<file path="config.mk">
export PLATFORM = sky130hd
export DESIGN_NAME = bcd_digit_streamer_flat
export DESIGN_NICKNAME = d
export VERILOG_FILES = /design/src/rtl/freq_counter_pkg.sv /design/src/rtl/bcd_digit_streamer_if.sv /design/src/rtl/dabble_nibble_adjust.sv /design/src/rtl/bcd_digit_streamer.sv /design/src/flat_wrapper.sv
export SDC_FILE = /design/constraint.sdc
export NUM_CORES = 1
export LEC_CHECK = 0
export CAP_MARGIN = 0
export CORE_MARGIN = 3
export CORE_UTILIZATION = 55
export CTS_CLUSTER_SIZE = 20
export DETAILED_ROUTE_END_ITERATION = 8
export PLACE_DENSITY = 0.82
export RECOVER_POWER = 25
export SLEW_MARGIN = 40
export SYNTH_ARGS = -nofsm -noshare
export SYNTH_HDL_FRONTEND = slang
export SYNTH_SLANG_ARGS = --single-unit
</file>
<file path="constraint.sdc">
create_clock -name clk -period 3.6 [get_ports clk]
set_input_delay 1.08 -clock clk [delete_from_list [all_inputs] [get_ports clk]]
set_output_delay 1.08 -clock clk [all_outputs]
set_load 0.005 [all_outputs]
</file>
<file path="src/rtl/freq_counter_pkg.sv">
// Shared defaults and FSM state type for the
// frequency-counter BCD digit streamer.
package freq_counter_pkg;

  localparam int DIGITS_DEF    = 8;
  localparam int BIN_WIDTH_DEF = 27;
  localparam int IDX_W         = 3;

  typedef enum logic [1:0] {
    IDLE,
    CONVERT,
    STREAM,
    DONE
  } state_t;

endpackage

</file>
<file path="src/rtl/bcd_digit_streamer_if.sv">
// Digit stream handshake toward the 7-segment stage.
// master drives digit_valid/out/index/blank; slave drives digit_ready.
interface bcd_digit_streamer_if;
  import freq_counter_pkg::*;

  logic             digit_valid;
  logic             digit_ready;
  logic [3:0]       digit_out;
  logic [IDX_W-1:0] digit_index;
  logic             digit_blank;

  modport master (
    output digit_valid,
    output digit_out,
    output digit_index,
    output digit_blank,
    input  digit_ready
  );

  modport slave (
    input  digit_valid,
    input  digit_out,
    input  digit_index,
    input  digit_blank,
    output digit_ready
  );

endinterface

</file>
<file path="src/rtl/dabble_nibble_adjust.sv">
// Double-dabble correction for one BCD nibble.
// nib_in: current nibble; nib_out: nib_in + 3 when nib_in >= 5.
module dabble_nibble_adjust (
  input  logic [3:0] nib_in,
  output logic [3:0] nib_out
);

  assign nib_out = (nib_in >= 4'd5) ? nib_in + 4'd3 : nib_in;

endmodule

</file>
<file path="src/rtl/bcd_digit_streamer.sv">
// Binary count -> BCD via double dabble, streamed MSD first.
// Ports: clk, reset, start/value_in, busy, overflow, done, dig (master).
module bcd_digit_streamer
  import freq_counter_pkg::*;
#(
  parameter int BIN_WIDTH = BIN_WIDTH_DEF,
  parameter int DIGITS    = DIGITS_DEF
) (
  input  logic                 clk,
  input  logic                 reset,
  input  logic                 start,
  input  logic [BIN_WIDTH-1:0] value_in,
  output logic                 busy,
  output logic                 overflow,
  output logic                 done,
  bcd_digit_streamer_if.master dig
);

  localparam int BCD_W = 4 * (DIGITS + 1);
  localparam int CNT_W = $clog2(BIN_WIDTH + 1);

  localparam logic [BCD_W-1:0] ALL9 =
    {4'h0, {DIGITS{4'h9}}};

  state_t               state_q, state_n;
  logic [BCD_W-1:0]     bcd_q, bcd_n;
  logic [BIN_WIDTH-1:0] bin_q, bin_n;
  logic [CNT_W-1:0]     cnt_q, cnt_n;
  logic [IDX_W-1:0]     idx_q, idx_n;
  logic                 ovf_q, ovf_n;
  logic                 lead_q, lead_n;

  logic [BCD_W-1:0]     adj;
  logic [BCD_W-1:0]     bcd_sh;
  logic [BIN_WIDTH-1:0] bin_sh;
  logic                 ovf_hit;
  logic [3:0]           cur;
  logic                 valid;

  for (genvar n = 0; n <= DIGITS; n++) begin : g_adj
    dabble_nibble_adjust u_adj (
      .nib_in  (bcd_q[4*n +: 4]),
      .nib_out (adj[4*n +: 4])
    );
  end

  assign bcd_sh = {adj[BCD_W-2:0], bin_q[BIN_WIDTH-1]};
  assign bin_sh = {bin_q[BIN_WIDTH-2:0], 1'b0};

  // A carry out of the spare top nibble is also
  // treated as overflow, though it cannot occur
  // for the default widths.
  assign ovf_hit = adj[BCD_W-1]
                 | (bcd_sh[BCD_W-1 -: 4] != 4'd0);

  always_comb begin
    cur = 4'd0;
    for (int i = 0; i < DIGITS; i++) begin
      if (idx_q == IDX_W'(i)) cur = bcd_q[4*i +: 4];
    end
  end

  always_comb begin
    state_n = state_q;
    bcd_n   = bcd_q;
    bin_n   = bin_q;
    cnt_n   = cnt_q;
    idx_n   = idx_q;
    ovf_n   = ovf_q;
    lead_n  = lead_q;
    unique case (state_q)
      IDLE: begin
        if (start) begin
          state_n = CONVERT;
          bcd_n   = '0;
          bin_n   = value_in;
          cnt_n   = CNT_W'(BIN_WIDTH);
          idx_n   = '0;
          ovf_n   = 1'b0;
        end
      end
      CONVERT: begin
        bcd_n = bcd_sh;
        bin_n = bin_sh;
        cnt_n = cnt_q - 1'b1;
        // Final iteration lands straight in STREAM
        // so the first digit appears one cycle later.
        if (cnt_q == CNT_W'(1)) begin
          state_n = STREAM;
          idx_n   = IDX_W'(DIGITS - 1);
          lead_n  = 1'b1;
          if (ovf_hit) begin
            ovf_n = 1'b1;
            bcd_n = ALL9;
          end
        end
      end
      STREAM: begin
        if (dig.digit_ready) begin
          lead_n = lead_q & (cur == 4'd0);
          if (idx_q == '0) state_n = DONE;
          else idx_n = idx_q - 1'b1;
        end
      end
      DONE: state_n = IDLE;
      default: state_n = IDLE;
    endcase
  end

  always_ff @(posedge clk) begin
    if (reset) begin
      state_q <= IDLE;
      bcd_q   <= '0;
      bin_q   <= '0;
      cnt_q   <= '0;
      idx_q   <= '0;
      ovf_q   <= 1'b0;
      lead_q  <= 1'b0;
    end else begin
      state_q <= state_n;
      bcd_q   <= bcd_n;
      bin_q   <= bin_n;
      cnt_q   <= cnt_n;
      idx_q   <= idx_n;
      ovf_q   <= ovf_n;
      lead_q  <= lead_n;
    end
  end

  assign valid    = (state_q == STREAM);
  assign busy     = (state_q != IDLE);
  assign done     = (state_q == DONE);
  assign overflow = ovf_q;

  assign dig.digit_valid = valid;
  assign dig.digit_out   = valid ? cur : 4'd0;
  assign dig.digit_index = idx_q;
  // lead_q: every more significant digit was zero.
  assign dig.digit_blank = valid & lead_q
                         & (cur == 4'd0)
                         & (idx_q != '0);

endmodule

</file>
<file path="src/flat_wrapper.sv">
// flat-port wrapper written by rule: the top's interface ports become plain ports
module bcd_digit_streamer_flat import freq_counter_pkg::*;
#(
  parameter int BIN_WIDTH = BIN_WIDTH_DEF,
  parameter int DIGITS    = DIGITS_DEF
)
  (clk, reset, start, value_in, busy, overflow, done, dig_digit_valid, dig_digit_out, dig_digit_index, dig_digit_blank, dig_digit_ready);
  bcd_digit_streamer_if dig_i ();
  input  logic clk;
  input  logic reset;
  input  logic start;
  input  logic [BIN_WIDTH-1:0] value_in;
  output logic busy;
  output logic overflow;
  output logic done;
  output wire logic [$bits(dig_i.digit_valid)-1:0] dig_digit_valid;
  output wire logic [$bits(dig_i.digit_out)-1:0] dig_digit_out;
  output wire logic [$bits(dig_i.digit_index)-1:0] dig_digit_index;
  output wire logic [$bits(dig_i.digit_blank)-1:0] dig_digit_blank;
  input wire logic [$bits(dig_i.digit_ready)-1:0] dig_digit_ready;
  assign dig_digit_valid = dig_i.digit_valid;
  assign dig_digit_out = dig_i.digit_out;
  assign dig_digit_index = dig_i.digit_index;
  assign dig_digit_blank = dig_i.digit_blank;
  assign dig_i.digit_ready = dig_digit_ready;
  bcd_digit_streamer #(.BIN_WIDTH(BIN_WIDTH), .DIGITS(DIGITS)) u_core (.clk(clk), .reset(reset), .start(start), .value_in(value_in), .busy(busy), .overflow(overflow), .done(done), .dig(dig_i));
endmodule
</file>
==> out/metrics.csv, run 1 <==
stage,metric,value,unit
sta,holdWs,0.504,ns
floorplan,ios,43,
layout,layout_commonest_cell,dfxtp_1,
clocking,cts_root_buf,clkbuf_8,
power_and_ir_drop,power_density,636,nW/um^2
critical_path,critPathBufInv,2,
routing,drcViolationCount,0,
run,maxCapViolCount,1,
logic_synthesis,synthArstFlopShare,0,
floorplan,die_area,9000,sq um
critical_path,crit_family,buffers and inverters,
critical_path,worst_setup_path_end_kind,output port,
clocking,numCtsBuffers,9,
logic_synthesis,avgSynthCellArea,8.42,sq um
critical_path,crit_required,2.52,ns
critical_path,r2r-end,u_core.bcd_q[24],
logic_synthesis,synth_top_area_share,0.346,
routing,dr.first_iter.drc_count,192,
placement,portBuffers,42,
critical_path,crit_fanout,13,
global_route,overflow,0,
sta,skew,0.0119,ns
routing,num_vias,3934,
global_route,antenna_found_initial,0,
layout,fillers,606,
routing,drtPass1Iterations,5,
critical_path,critPathArrivalTime,2.40,ns
logic_synthesis,ys_seq_area_frac,0.346,
logic_synthesis,syn_inst,516,
placement,globalplace.congestion,0.856,
clocking,max-clock-path-buffers,2,
global_route,grt_use_total,0.247,
layout,area_growth,19.3,%
critical_path,reg2reg_depth,8,
clocking,clock_sinks,75,
critical_path,setup.worst_path.end,dig_digit_out[1],
floorplan,core_area,7450,sq um
floorplan,die_y,94.9,microns
logic_synthesis,syn_nets,576,
power_and_ir_drop,power_leakage,1.84,nW
global_route,grt_pass1_vias,3683,
logic_synthesis,synthTopCellsByArea,"dfxtp_1, ha_1, mux2i_1",
run_status,status,finished with violations,
worst_hold_path,min_path_type,register to register,
logic_synthesis,synthFlopType,dfxtp_1,
power_and_ir_drop,ir_drop,0.514,mV
logic_synthesis,yosysUniqueCellTypes,49,
sta,relSlewSlack,-0.0719,
routing,final_antenna_net_count,0,
sta,finalSetupViolCount,0,
clocking,clock_latency,0.36,ns
sta,tightest_slew,1.60,ns
critical_path,crit_chain,ha_1 > buf_6 > nand2b_1 > o22ai_1 > o32ai_2 > a21oi_1 > nor3_1 > clkdlybuf4s50_1,
logic_synthesis,ys_seq_elements,75,
routing,routed_wl,10.5,mm
routing,wire_per_inst,15.9,microns
critical_path,worstSetupStartpointType,register,
sta,maxSlewViolCount,15,
floorplan,row_count,31,
critical_path,cp.depth,8,
sta,period_share,0.968,
logic_synthesis,synth-edff-count,0,
global_route,grt_pass1_wl,17.6,mm
clocking,htree_levels,3,
power_and_ir_drop,power,3.29,mW
critical_path,path_class,register to output port,
logic_synthesis,synth.largest_area_cell,dfxtp_1,
clocking,clk_pin_slew,0.08,ns
sta,tns,0,ns
sta,period_needed,3.48,ns
sta,finalHoldViolCount,0,
critical_path,r2r_setup_slack,0.64,ns
critical_path,worst_path_largest_cell_delay,0.53,ns
placement,dpl_cell_area,4890,sq um
logic_synthesis,yosysWarnings,0,
placement,post-dp-hpwl,7.25,mm
run_status,violations,"max-capacitance violations, max-slew violations",
critical_path,crit_slowest_cell,clkdlybuf4s50_1,
floorplan,initial_utilization,0.583,
layout,drive_above_1_share,0.101,
floorplan,dieWidth,94.9,microns
layout,design_area,5180,sq um
critical_path,startpoint,u_core.dig.digit_index[1],
global_route,grt_max_degree,61,
routing,viasPerCell,5.94,
layout,final_cell_mix,"dfxtp_1, nor2_1, nand2_1, a21oi_1",
layout,antennaDiodeCount,0,
sta,max_freq,287,MHz
critical_path,r2r-start,u_core.bcd_q[28],
logic_synthesis,synthesis.area,4340,sq um
clocking,cts_tree,done,
layout,layout.nets,618,
cells in the mapped netlist, types with 2 or more instances:
master,number
nand2b_1,13
o31ai_1,6
nor2b_1,6
buf_1,4
and2_1,4
a221oi_1,9
nand3_1,4
o21ai_0,36
o22ai_1,3
xor2_1,4
nand3b_1,4
a211o_1,2
nor2_1,48
inv_1,30
a22o_1,16
xnor2_1,10
nand2_1,37
ha_1,29
o32ai_1,2
a22oi_1,3
clkbuf_1,17
o21a_1,3
o211ai_1,3
nor3_1,19
buf_2,6
a211oi_1,30
dfxtp_1,75
a31oi_1,3
a2111oi_2,2
a41oi_1,2
a21oi_1,38
or2_2,2
mux2i_1,30
through the flow:
step | cells | utilization | setup WS, ns
floorplan | 516 | - | 0.549
global placement | 644 | 0.656 | 0.0804
detailed placement | 644 | 0.656 | 0.0335
CTS | 661 | 0.691 | -0.00962
global route | 662 | 0.696 | -0.0150
finish | 662 | 0.696 | 0.115
worst min-delay path by stage:
stage | start | to | slack [ns] | cells after the start
6_report | u_core.bin_q[5] | u_core.bin_q[5] | 0.50 | 2
5_1_grt | u_core.bin_q[20] | u_core.bin_q[20] | 0.53 | 2
4_1_cts | u_core.dig.digit_index[1] | u_core.dig.digit_index[1] | 0.49 | 2
3_5_place_dp | u_core.cnt_q[4] | u_core.cnt_q[4] | 0.48 | 1
3_3_place_gp | u_core.cnt_q[4] | u_core.cnt_q[4] | 0.46 | 1
2_1_floorplan | u_core.cnt_q[4] | u_core.cnt_q[4] | 0.45 | 1
layout make-up:
| type | count | area, sq um | area share |
|---|---|---|---|
| Multi-Input combinational cell | 383 | 2700 | 0.521 |
| Timing Repair Buffer | 59 | 538 | 0.104 |
| Clock inverter | 6 | 71.3 | 0.0138 |
| Tap cell | 99 | 124 | 0.0239 |
| Sequential cell | 75 | 1510 | 0.291 |
| Clock buffer | 10 | 128 | 0.0246 |
| Inverter | 30 | 113 | 0.0217 |
layer usage:
layer	wire length [microns]	GRT usage
met5	0	0
met2	5000	0.406
met1	4740	0.326
met4	160	0.0721
met3	593	0.0526
tightest hold or removal path, cell delays in order, from the launching register on:
cell and delay [ns]:
dfxtp_1 0.32, nor2_1 0.09, a211oi_1 0.05
cells by family (layout without fill, tap and decap cells):
logic type | count (synthesis) | count (layout) | synth area share
multiplexers | 30 | 30 | 0.0691
AO/OA/AOI/OAI | 168 | 168 | 0.266
adder cells (fa/ha/maj) | 29 | 29 | 0.0835
flip-flops | 75 | 75 | 0.346
XOR/XNOR | 14 | 14 | 0.0282
AND/OR/NAND/NOR | 142 | 142 | 0.154
buffers and inverters | 58 | 105 | 0.0536
state kept, by name, summed over array words and instances (netlist names):
register,flops
u_core.dig.digit_index,3
u_core.cnt_q,5
u_core.overflow,1
u_core.lead_q,1
u_core.state_q,2
u_core.bcd_q,36
u_core.bin_q,27
power breakdown:
group / internal (mW) / total [mW] / switching, mW
Sequential: 1.03 / 1.18 / 0.144
Clock: 0.328 / 0.671 / 0.343
Combinational: 0.588 / 1.45 / 0.860
timing repair:
item	in CTS	in global routing
hold buffers	0	0
pin swaps	1	4
gates resized for setup	11	18
setup buffers	1	1
setup endpoints to repair	3	4
(Power assumes the default switching activity.)
==> inputs of run 2 (changes only) <==
--- a/config.mk
+++ b/config.mk
@@ -7,10 +7,10 @@
 export LEC_CHECK = 0
 export CAP_MARGIN = 0
 export CORE_MARGIN = 3
-export CORE_UTILIZATION = 55
+export CORE_UTILIZATION = 50
 export CTS_CLUSTER_SIZE = 20
 export DETAILED_ROUTE_END_ITERATION = 8
-export PLACE_DENSITY = 0.82
+export PLACE_DENSITY = 0.76
 export RECOVER_POWER = 25
 export SLEW_MARGIN = 40
 export SYNTH_ARGS = -nofsm -noshare
==> out/metrics.csv, run 2 (synthesized netlist as in run 1, its figures left out) <==
stage,metric,value,unit,change
run,maxCapViolCount,1,,unchanged
critical_path,crit_required,2.52,ns,about the same
power_and_ir_drop,swShare,0.412,,was 0.409
sta,tightest_slew,1.53,ns,was 1.60 ns
clocking,cts_tree,done,,unchanged
floorplan,initial_utilization,0.521,,was 0.583
critical_path,crit_chain,inv_2 > ha_1 > or2_4 > a221oi_4 > a2111oi_4 > a2111oi_2 > o211ai_1 > nor3_2 > buf_2,,was ha_1 > buf_6 > nand2b_1 > o22ai_1 > o32ai_2 > a21oi_1 > nor3_1 > clkdlybuf4s50_1
critical_path,r2r-start,u_core.bcd_q[28],,unchanged
critical_path,startpoint,u_core.dig.digit_index[0],,was u_core.dig.digit_index[1]
critical_path,crit_slowest_cell,dfxtp_2,,was clkdlybuf4s50_1
clocking,clock_latency,0.35,ns,was 0.36 ns
clocking,htree_levels,3,,unchanged
floorplan,core_area,8340,sq um,was 7450 sq um
critical_path,path_class,register to output port,,unchanged
layout,area_growth,20.8,%,was 19.3%
layout,final_cell_mix,"dfxtp_1, nor2_1, nand2_1, a21oi_1, o21ai_0",,"was dfxtp_1, nor2_1, nand2_1, a21oi_1"
sta,period_share,0.968,,about the same
critical_path,worstSetupStartpointType,register,,unchanged
layout,layout_commonest_cell,dfxtp_1,,unchanged
routing,num_vias,3967,,was 3934
worst_hold_path,min_path_type,register to register,,unchanged
power_and_ir_drop,ir_drop,0.496,mV,was 0.514 mV
routing,drtPass1Iterations,4,,was 5
clocking,clock_sinks,75,,unchanged
sta,finalSetupViolCount,0,,unchanged
critical_path,crit_family,compound AO/OA/AOI/OAI gates,,was buffers and inverters
routing,wire_per_inst,15.6,microns,was 15.9 microns
routing,drcViolationCount,0,,unchanged
sta,max_freq,287,MHz,about the same
global_route,grt_pass1_vias,3803,,was 3683
global_route,antenna_found_initial,0,,unchanged
clocking,numCtsBuffers,9,,unchanged
clocking,cts_root_buf,clkbuf_8,,unchanged
placement,post-dp-hpwl,7.48,mm,was 7.25 mm
power_and_ir_drop,power,3.25,mW,was 3.29 mW
run_status,status,finished with violations,,unchanged
sta,skew,0.00922,ns,was 0.0119 ns
floorplan,row_count,33,,was 31
critical_path,worst_path_largest_cell_delay,0.37,ns,was 0.53 ns
global_route,grt_pass1_wl,17.6,mm,about the same
power_and_ir_drop,power_density,620,nW/um^2,was 636 nW/um^2
layout,seqCellArea,1510,sq um,unchanged
floorplan,die_area,9840,sq um,was 9000 sq um
routing,final_antenna_net_count,0,,unchanged
layout,fillers,723,,was 606
layout,layout.nets,625,,was 618
power_and_ir_drop,combPwrFrac,0.451,,was 0.439
layout,regMostFlops,u_core.bcd_q,,unchanged
clocking,clk_pin_slew,0.08,ns,about the same
floorplan,die_y,99.2,microns,was 94.9 microns
clocking,max-clock-path-buffers,2,,unchanged
clocking,cts_hold_buf,0,,unchanged
sta,maxSlewViolCount,15,,unchanged
power_and_ir_drop,p_int,1.91,mW,was 1.95 mW
layout,fin_util,0.629,,was 0.696
placement,globalplace.congestion,0.827,,was 0.856
layout,drive_above_1_share,0.114,,was 0.101
worst_hold_path,worstHoldStart,u_core.cnt_q[4],,was u_core.bin_q[5]
floorplan,ios,43,,unchanged
critical_path,critPathArrivalTime,2.40,ns,about the same
sta,finalHoldViolCount,0,,unchanged
global_route,overflow,0,,unchanged
critical_path,worst_setup_path_end_kind,output port,,unchanged
layout,antennaDiodeCount,0,,unchanged
critical_path,crit_fanout,3,,was 13
run_status,violations,"max-capacitance violations, max-slew violations",,unchanged
sta,rsz0062_at_grt,yes,,
power_and_ir_drop,p_switching,1.34,mW,was 1.35 mW
layout,multiInputGateArea,2700,sq um,about the same
layout,reg_top3,"u_core.bcd_q: 36 flops, u_core.bin_q: 27 flops, u_core.cnt_q: 5 flops",,unchanged
power_and_ir_drop,power_leakage,1.87,nW,was 1.84 nW
layout,largest_reg_flops,36,,unchanged
global_route,grt_use_total,0.218,,was 0.247
routing,dr.first_iter.drc_count,206,,was 192
global_route,grt_max_degree,45,,was 61
power_and_ir_drop,clkPwrFrac,0.189,,was 0.204
placement,portBuffers,42,,unchanged
routing,viasPerCell,5.88,,was 5.94
sta,period_needed,3.48,ns,about the same
routing,routed_wl,10.5,mm,about the same
floorplan,dieWidth,99.2,microns,was 94.9 microns
power_and_ir_drop,sequentialPowerShare,0.360,,was 0.357
sta,relSlewSlack,-0.0255,,was -0.0719
critical_path,critPathBufInv,2,,unchanged
run 2: cell types whose count changed in the layout (fill, tap and decap cells not counted), moves of 2 or more:
| cell | change |
|---|---|
| buf_4 | +6 |
| clkinv_4 | +2 |
| dlygate4sd2_1 | +2 |
| inv_6 | -2 |
run 2: repair_timing:
| action | CTS | global route |
|---|---|---|
| buffers inserted | 1 | 0 |
| pin swaps | 6 | 7 |
| endpoints found under the setup margin | 4 | 2 |
| hold endpoints to repair | 0 | 0 |
| gates resized for setup | 19 | 13 |
| cloned | 0 | 0 |
run 2: cell type report:
type / count / share of cell area
Multi-Input combinational cell: 383 / 0.515
Clock inverter: 6 / 0.00930
Sequential cell: 75 / 0.287
Clock buffer: 10 / 0.0262
Tap cell: 105 / 0.0250
Timing Repair Buffer: 66 / 0.116
Inverter: 30 / 0.0215
run 2: path summary, 6_finish.rpt:
| kind | cells after the start | endpoint | slack, ns |
|---|---|---|---|
| worst min register to register | 1 | u_core.cnt_q[4] | 0.50 |
| worst max-delay path | 9 | dig_digit_blank | 0.12 |
| worst min-delay path | 1 | u_core.cnt_q[4] | 0.50 |
| worst max register to register | 9 | u_core.bcd_q[2] | 0.72 |
run 2: through the flow:
step / hold WS (ns) / setup TNS [ns] / worst slack [ns] / cells / instance area (sq um)
floorplan: 0.453 / 0 / 0.549 / 516 / 4340
global placement: 0.461 / 0 / 0.0509 / 658 / 4970
detailed placement: 0.480 / -0.0179 / -0.0179 / 658 / 4970
CTS: 0.500 / -0.00878 / -0.00878 / 675 / 5220
global route: 0.526 / -0.0275 / -0.0275 / 675 / 5250
finish: 0.498 / 0 / 0.115 / 675 / 5250
run 2: power groups by stage:
stage               Clock (mW)  Combinational (mW)  Sequential [mW]
finish                   0.614                1.47             1.17
global route             0.665                1.63             1.20
CTS                      0.630                1.47             1.17
detailed placement           0                1.43             1.18
global placement             0                1.39             1.17
floorplan                    0                1.03             1.14
run 2: routing by layer:
layer	GRT usage	part of all wire	up-vias
li1	-	-	1969
met1	0.276	0.44	1887
met2	0.365	0.48	95
met3	0.0526	0.056	16
met4	0.0693	0.016	0
met5	0	0	-
==> inputs of run 3 (changes only) <==
--- a/config.mk
+++ b/config.mk
@@ -10,7 +10,8 @@
 export CORE_UTILIZATION = 50
 export CTS_CLUSTER_SIZE = 20
 export DETAILED_ROUTE_END_ITERATION = 8
-export PLACE_DENSITY = 0.76
+export GPL_TIMING_DRIVEN = 1
+export PLACE_DENSITY = 0.74
 export RECOVER_POWER = 25
 export SLEW_MARGIN = 40
 export SYNTH_ARGS = -nofsm -noshare
==> constraint.sdc (replaced) <==
create_clock -name clk -period 4.47 [get_ports clk]
set_input_delay 1.341 -clock clk [delete_from_list [all_inputs] [get_ports clk]]
set_output_delay 1.341 -clock clk [all_outputs]
set_load 0.005 [all_outputs]
==> out/metrics.csv, run 3 (synthesized netlist as in run 1, its figures left out) <==
stage,metric,value,unit,change
layout,design_area,5060,sq um,was 5250 sq um
critical_path,crit_slowest_cell,clkdlybuf4s50_1,,was dfxtp_2
clocking,clock_sinks,75,,unchanged
sta,finalSetupViolCount,0,,unchanged
placement,dpl_cell_area,4850,sq um,was 4970 sq um
layout,area_growth,16.4,%,was 20.8%
routing,drcViolationCount,0,,unchanged
placement,post-dp-hpwl,7.17,mm,was 7.48 mm
routing,drtPass1Iterations,4,,unchanged
clocking,clk_pin_slew,0.09,ns,was 0.08 ns
clocking,cts_hold_buf,0,,unchanged
critical_path,startpoint,u_core.dig.digit_index[1],,was u_core.dig.digit_index[0]
routing,num_vias,3909,,was 3967
floorplan,die_y,99.2,microns,unchanged
global_route,overflow,0,,unchanged
placement,portBuffers,42,,unchanged
layout,layout.nets,608,,was 625
placement,globalplace.congestion,0.871,,was 0.827
layout,multiInputGateArea,2620,sq um,was 2700 sq um
critical_path,critPathArrivalTime,2.83,ns,was 2.40 ns
floorplan,row_count,33,,unchanged
global_route,grt_use_total,0.212,,was 0.218
global_route,antenna_found_initial,0,,unchanged
sta,period_share,0.933,,
critical_path,worst_setup_path_end_kind,output port,,unchanged
power_and_ir_drop,ir_drop,0.318,mV,was 0.496 mV
layout,largest_reg_flops,36,,unchanged
critical_path,worst_path_largest_cell_delay,0.56,ns,was 0.37 ns
critical_path,crit_fanout,13,,was 3
critical_path,critPathBufInv,2,,unchanged
sta,finalHoldViolCount,0,,unchanged
sta,relSlewSlack,-0.155,,was -0.0255
layout,reg_top3,"u_core.bcd_q: 36 flops, u_core.bin_q: 27 flops, u_core.cnt_q: 5 flops",,unchanged
clocking,clock_latency,0.36,ns,was 0.35 ns
floorplan,initial_utilization,0.521,,unchanged
floorplan,die_area,9840,sq um,unchanged
sta,holdWs,0.506,ns,was 0.498 ns
critical_path,crit_required,3.13,ns,was 2.52 ns
critical_path,worstSetupStartpointType,register,,unchanged
routing,final_antenna_net_count,0,,unchanged
routing,routed_wl,10.4,mm,was 10.5 mm
sta,rsz0062_at_grt,no,,was yes
power_and_ir_drop,power_leakage,1.77,nW,was 1.87 nW
critical_path,crit_chain,inv_1 > ha_2 > nor2b_1 > a221oi_2 > a2111oi_2 > a21oi_1 > a211oi_1 > clkdlybuf4s50_1,,was inv_2 > ha_1 > or2_4 > a221oi_4 > a2111oi_4 > a2111oi_2 > o211ai_1 > nor3_2 > buf_2
layout,regMostFlops,u_core.bcd_q,,unchanged
layout,drive_above_1_share,0.0687,,was 0.114
global_route,grt_pass1_wl,17.3,mm,was 17.6 mm
run_status,status,finished with violations,,unchanged
sta,tns,0,ns,unchanged
layout,fillers,740,,was 723
clocking,max-clock-path-buffers,2,,unchanged
clocking,cts_root_buf,clkbuf_8,,unchanged
sta,tightest_slew,1.72,ns,was 1.53 ns
critical_path,r2r-start,u_core.state_q[0],,was u_core.bcd_q[28]
sta,skew,0.0134,ns,was 0.00922 ns
clocking,cts_tree,done,,unchanged
critical_path,path_class,register to output port,,unchanged
routing,viasPerCell,5.94,,was 5.88
power_and_ir_drop,power_density,515,nW/um^2,was 620 nW/um^2
floorplan,dieWidth,99.2,microns,unchanged
run,maxCapViolCount,1,,unchanged
clocking,numCtsBuffers,9,,unchanged
critical_path,crit_family,compound AO/OA/AOI/OAI gates,,unchanged
worst_hold_path,worstHoldStart,u_core.bin_q[1],,was u_core.cnt_q[4]
clocking,htree_levels,3,,unchanged
global_route,grt_max_degree,47,,was 45
worst_hold_path,min_path_type,register to register,,unchanged
global_route,grt_pass1_vias,3731,,was 3803
layout,final_cell_mix,"dfxtp_1, nor2_1, a21oi_1",,"was dfxtp_1, nor2_1, nand2_1, a21oi_1, o21ai_0"
floorplan,core_area,8340,sq um,unchanged
sta,maxSlewViolCount,15,,unchanged
floorplan,ios,43,,unchanged
layout,seqCellArea,1510,sq um,about the same
run_status,violations,"max-capacitance violations, max-slew violations",,unchanged
sta,max_freq,240,MHz,
layout,antennaDiodeCount,0,,unchanged
sta,period_needed,4.17,ns,
layout,layout_commonest_cell,dfxtp_1,,unchanged
routing,wire_per_inst,15.8,microns,was 15.6 microns
routing,dr.first_iter.drc_count,159,,was 206
## run 3: cell types whose count changed in the layout (fill, tap and decap cells not counted), sizes merged
cell	change
inv	+1
bufinv	+1
clkinvlp	-1
buf	-18
dlygate4sd3	+1
clkdlybuf4s50	+2
dlymetal6s2s	+1
dlygate4sd2	-3
clkinv	-1
## run 3: per-layer routing
metal | up-vias | wire [microns] | part of all wire | global-route usage
met5 | - | 0 | 0 | 0
met4 | 0 | 214 | 0.021 | 0.0767
met3 | 23 | 592 | 0.057 | 0.0554
met2 | 105 | 4940 | 0.47 | 0.360
met1 | 1851 | 4680 | 0.45 | 0.258
li1 | 1930 | - | - | -
## run 3: power breakdown
part,internal [mW],switching [mW],leakage [nW]
Combinational,0.445,0.665,1.06
Clock,0.278,0.277,0.0995
Sequential,0.831,0.110,0.614
Total,1.55,1.05,1.77
## run 3: worst min-delay path, cell delays in order (launching register included)
cell and delay, ns:
dfxtp_1 0.32, nor2_1 0.09, a211oi_1 0.05
## run 3: final timing paths
check                     endpoint  slack, ns  cells past startpoint
setup reg to reg   u_core.bcd_q[7]       1.21                      7
setup / recovery  dig_digit_out[3]       0.30                      8
hold reg to reg    u_core.bin_q[1]       0.51                      2
hold / removal     u_core.bin_q[1]       0.51                      2
## run 3: timing repair
action / CTS / global route
pin swaps: 0 / 3
gates resized for setup: 1 / 6
hold endpoints to repair: 0 / 0
endpoints found under the setup margin: 1 / 2
buffers inserted: 0 / 1
## run 3: stage by stage
stage,utilization,instances,setup WS [ns],power [mW]
finish,0.606,658,0.300,2.61
global route,0.606,658,0.0634,2.80
CTS,0.607,657,0.0154,2.63
detailed placement,0.582,641,0.340,2.07
global placement,0.580,641,0.420,2.02
floorplan,-,516,1.16,1.74
## run 3: area by class of cell
cell class,instances,share of cell area
Clock buffer,10,0.0272
Clock inverter,6,0.0141
Inverter,30,0.0223
Multi-Input combinational cell,383,0.518
Sequential cell,75,0.298
Tap cell,105,0.0260
Timing Repair Buffer,49,0.0948
==> RTL change (settings of run 1) <==
Encoding of `state_t`: now Gray code (2 bits for 4 states).
--- a/src/rtl/freq_counter_pkg.sv
+++ b/src/rtl/freq_counter_pkg.sv
@@ -7,10 +7,10 @@
   localparam int IDX_W         = 3;
 
   typedef enum logic [1:0] {
-    IDLE,
-    CONVERT,
-    STREAM,
-    DONE
+    IDLE    = 2'b00,
+    CONVERT = 2'b01,
+    STREAM  = 2'b11,
+    DONE    = 2'b10
   } state_t;
 
 endpackage
Function: same outputs for any inputs over 10 cycles, from zero or initial values and one cycle with reset high; not proved beyond that.
==> RTL change against run 1 <==
The run still ends with max-capacitance violations, max-slew violations left. Sequential share of layout area rose by 0.20 points. Area after synthesis fell by 1.8%. Non-clock buffer count rose by 10. Sequential cell count did not move. Setup slack got worse by 0.033 ns. Fmax fell by 0.93%. Final area fell by 0.68%. Final cell count rose by 5.7%. Utilization rose by 0.26 points. Routed wire length rose by 3.9%.
Power is not compared: it rests on default switching activity, and its combinational part moved more than twofold at a synthesized area within 25%.
==> RTL change: results <==
[worst_setup_path]
r2r-start = "u_core.bcd_q[32]$_SDFFE_PP0P_"
crit_start = "u_core.dig.digit_index[0]$_SDFFE_PP0P_"
cp.arrival_ns = 2.44

[detailed_routing]
via_per_inst = 5.83
first_iter_violations = 282
num_vias = 4082
routedWlPerCell_um = 15.6

[run]
cap_violations = 1

[synthesis]
synth_common_cells = "nand2_1, dfxtp_1, nor2_1"
synth_adder_area_share_pct = 7.34
synth-compound-area-share_pct = 24.2
yosysSeqAreaShare_pct = 35.2
ys_types = 50
synthesis.nets = 605
syn_area_per_cell_sq_um = 7.77
synthMuxAreaShare_pct = 0.499

[run_status]
status = "finished, violations left"
failed_checks = "max-capacitance violations, max-slew violations"

[global_routing]
track_usage_pct = 25.5
grtUsageMet2_pct = 42.3
grt_pass1_wl_um = 17900
grt_max_degree = 54
use_met1_pct = 32.1
use_met3_pct = 6.49
first_global_vias = 3776

[min_path]
min-delay-start = "u_core.bin_q[9]$_SDFFE_PP0P_"
min_to = "u_core.bin_q[10]$_SDFFE_PP0P_"

[timing]
maxSlewHeadroom_pct = -58.4
drv_slew = 52

[place]
dp_cells = 680
place_hpwl_um = 7230

[layout]
nFillCells = 612
drive_above_1_share_pct = 12.6
-- RTL change: changes by cell type after synthesis, sizes merged, moves of 7 or more --
cell	change
nand2	+57
mux2i	-29
a311oi	+27
a211oi	-20
nor2b	+16
a21oi	-14
nor2	+12
nand2b	-9
a221oi	-7
nand3	+7
-- RTL change: what timing repair did --
item / 4_1_cts / 5_1_grt
pin swaps: 1 / 7
endpoints found under the hold margin: 0 / 0
resized for setup: 21 / 12
endpoints found under the setup margin: 5 / 3
setup buffers: 0 / 4
-- RTL change: per-stage QoR --
step | hold WS, ns | power [mW] | worst slack, ns | setup TNS [ns] | instance area [sq um]
after floorplan | 0.455 | 1.13 | 0.521 | 0 | 4260
after global placement | 0.459 | 1.24 | -0.0224 | -0.0224 | 4820
after detailed placement | 0.469 | 1.25 | -0.0655 | -0.0655 | 4820
after CTS | 0.475 | 1.98 | 0.00606 | 0 | 5100
after global routing | 0.502 | 2.06 | -0.0381 | -0.0700 | 5150
final | 0.469 | 1.97 | 0.0827 | 0 | 5150
-- RTL change: cell type report --
class | instances | area [sq um] | share of cell area [%]
inverters | 29 | 109 | 2.11
flip-flops and latches | 75 | 1510 | 29.3
multi-input cells | 412 | 2580 | 50.2
clock buffers | 12 | 165 | 3.21
well taps | 99 | 124 | 2.41
clock inverters | 4 | 55.1 | 1.07
repair buffers | 69 | 603 | 11.7
-- RTL change: layer usage --
| layer | routed length [um] | share of wire, % |
|---|---|---|
| met5 | 0 | 0 |
| met4 | 233 | 2.1 |
| met3 | 564 | 5.2 |
| met2 | 5320 | 49 |
| met1 | 4780 | 44 |
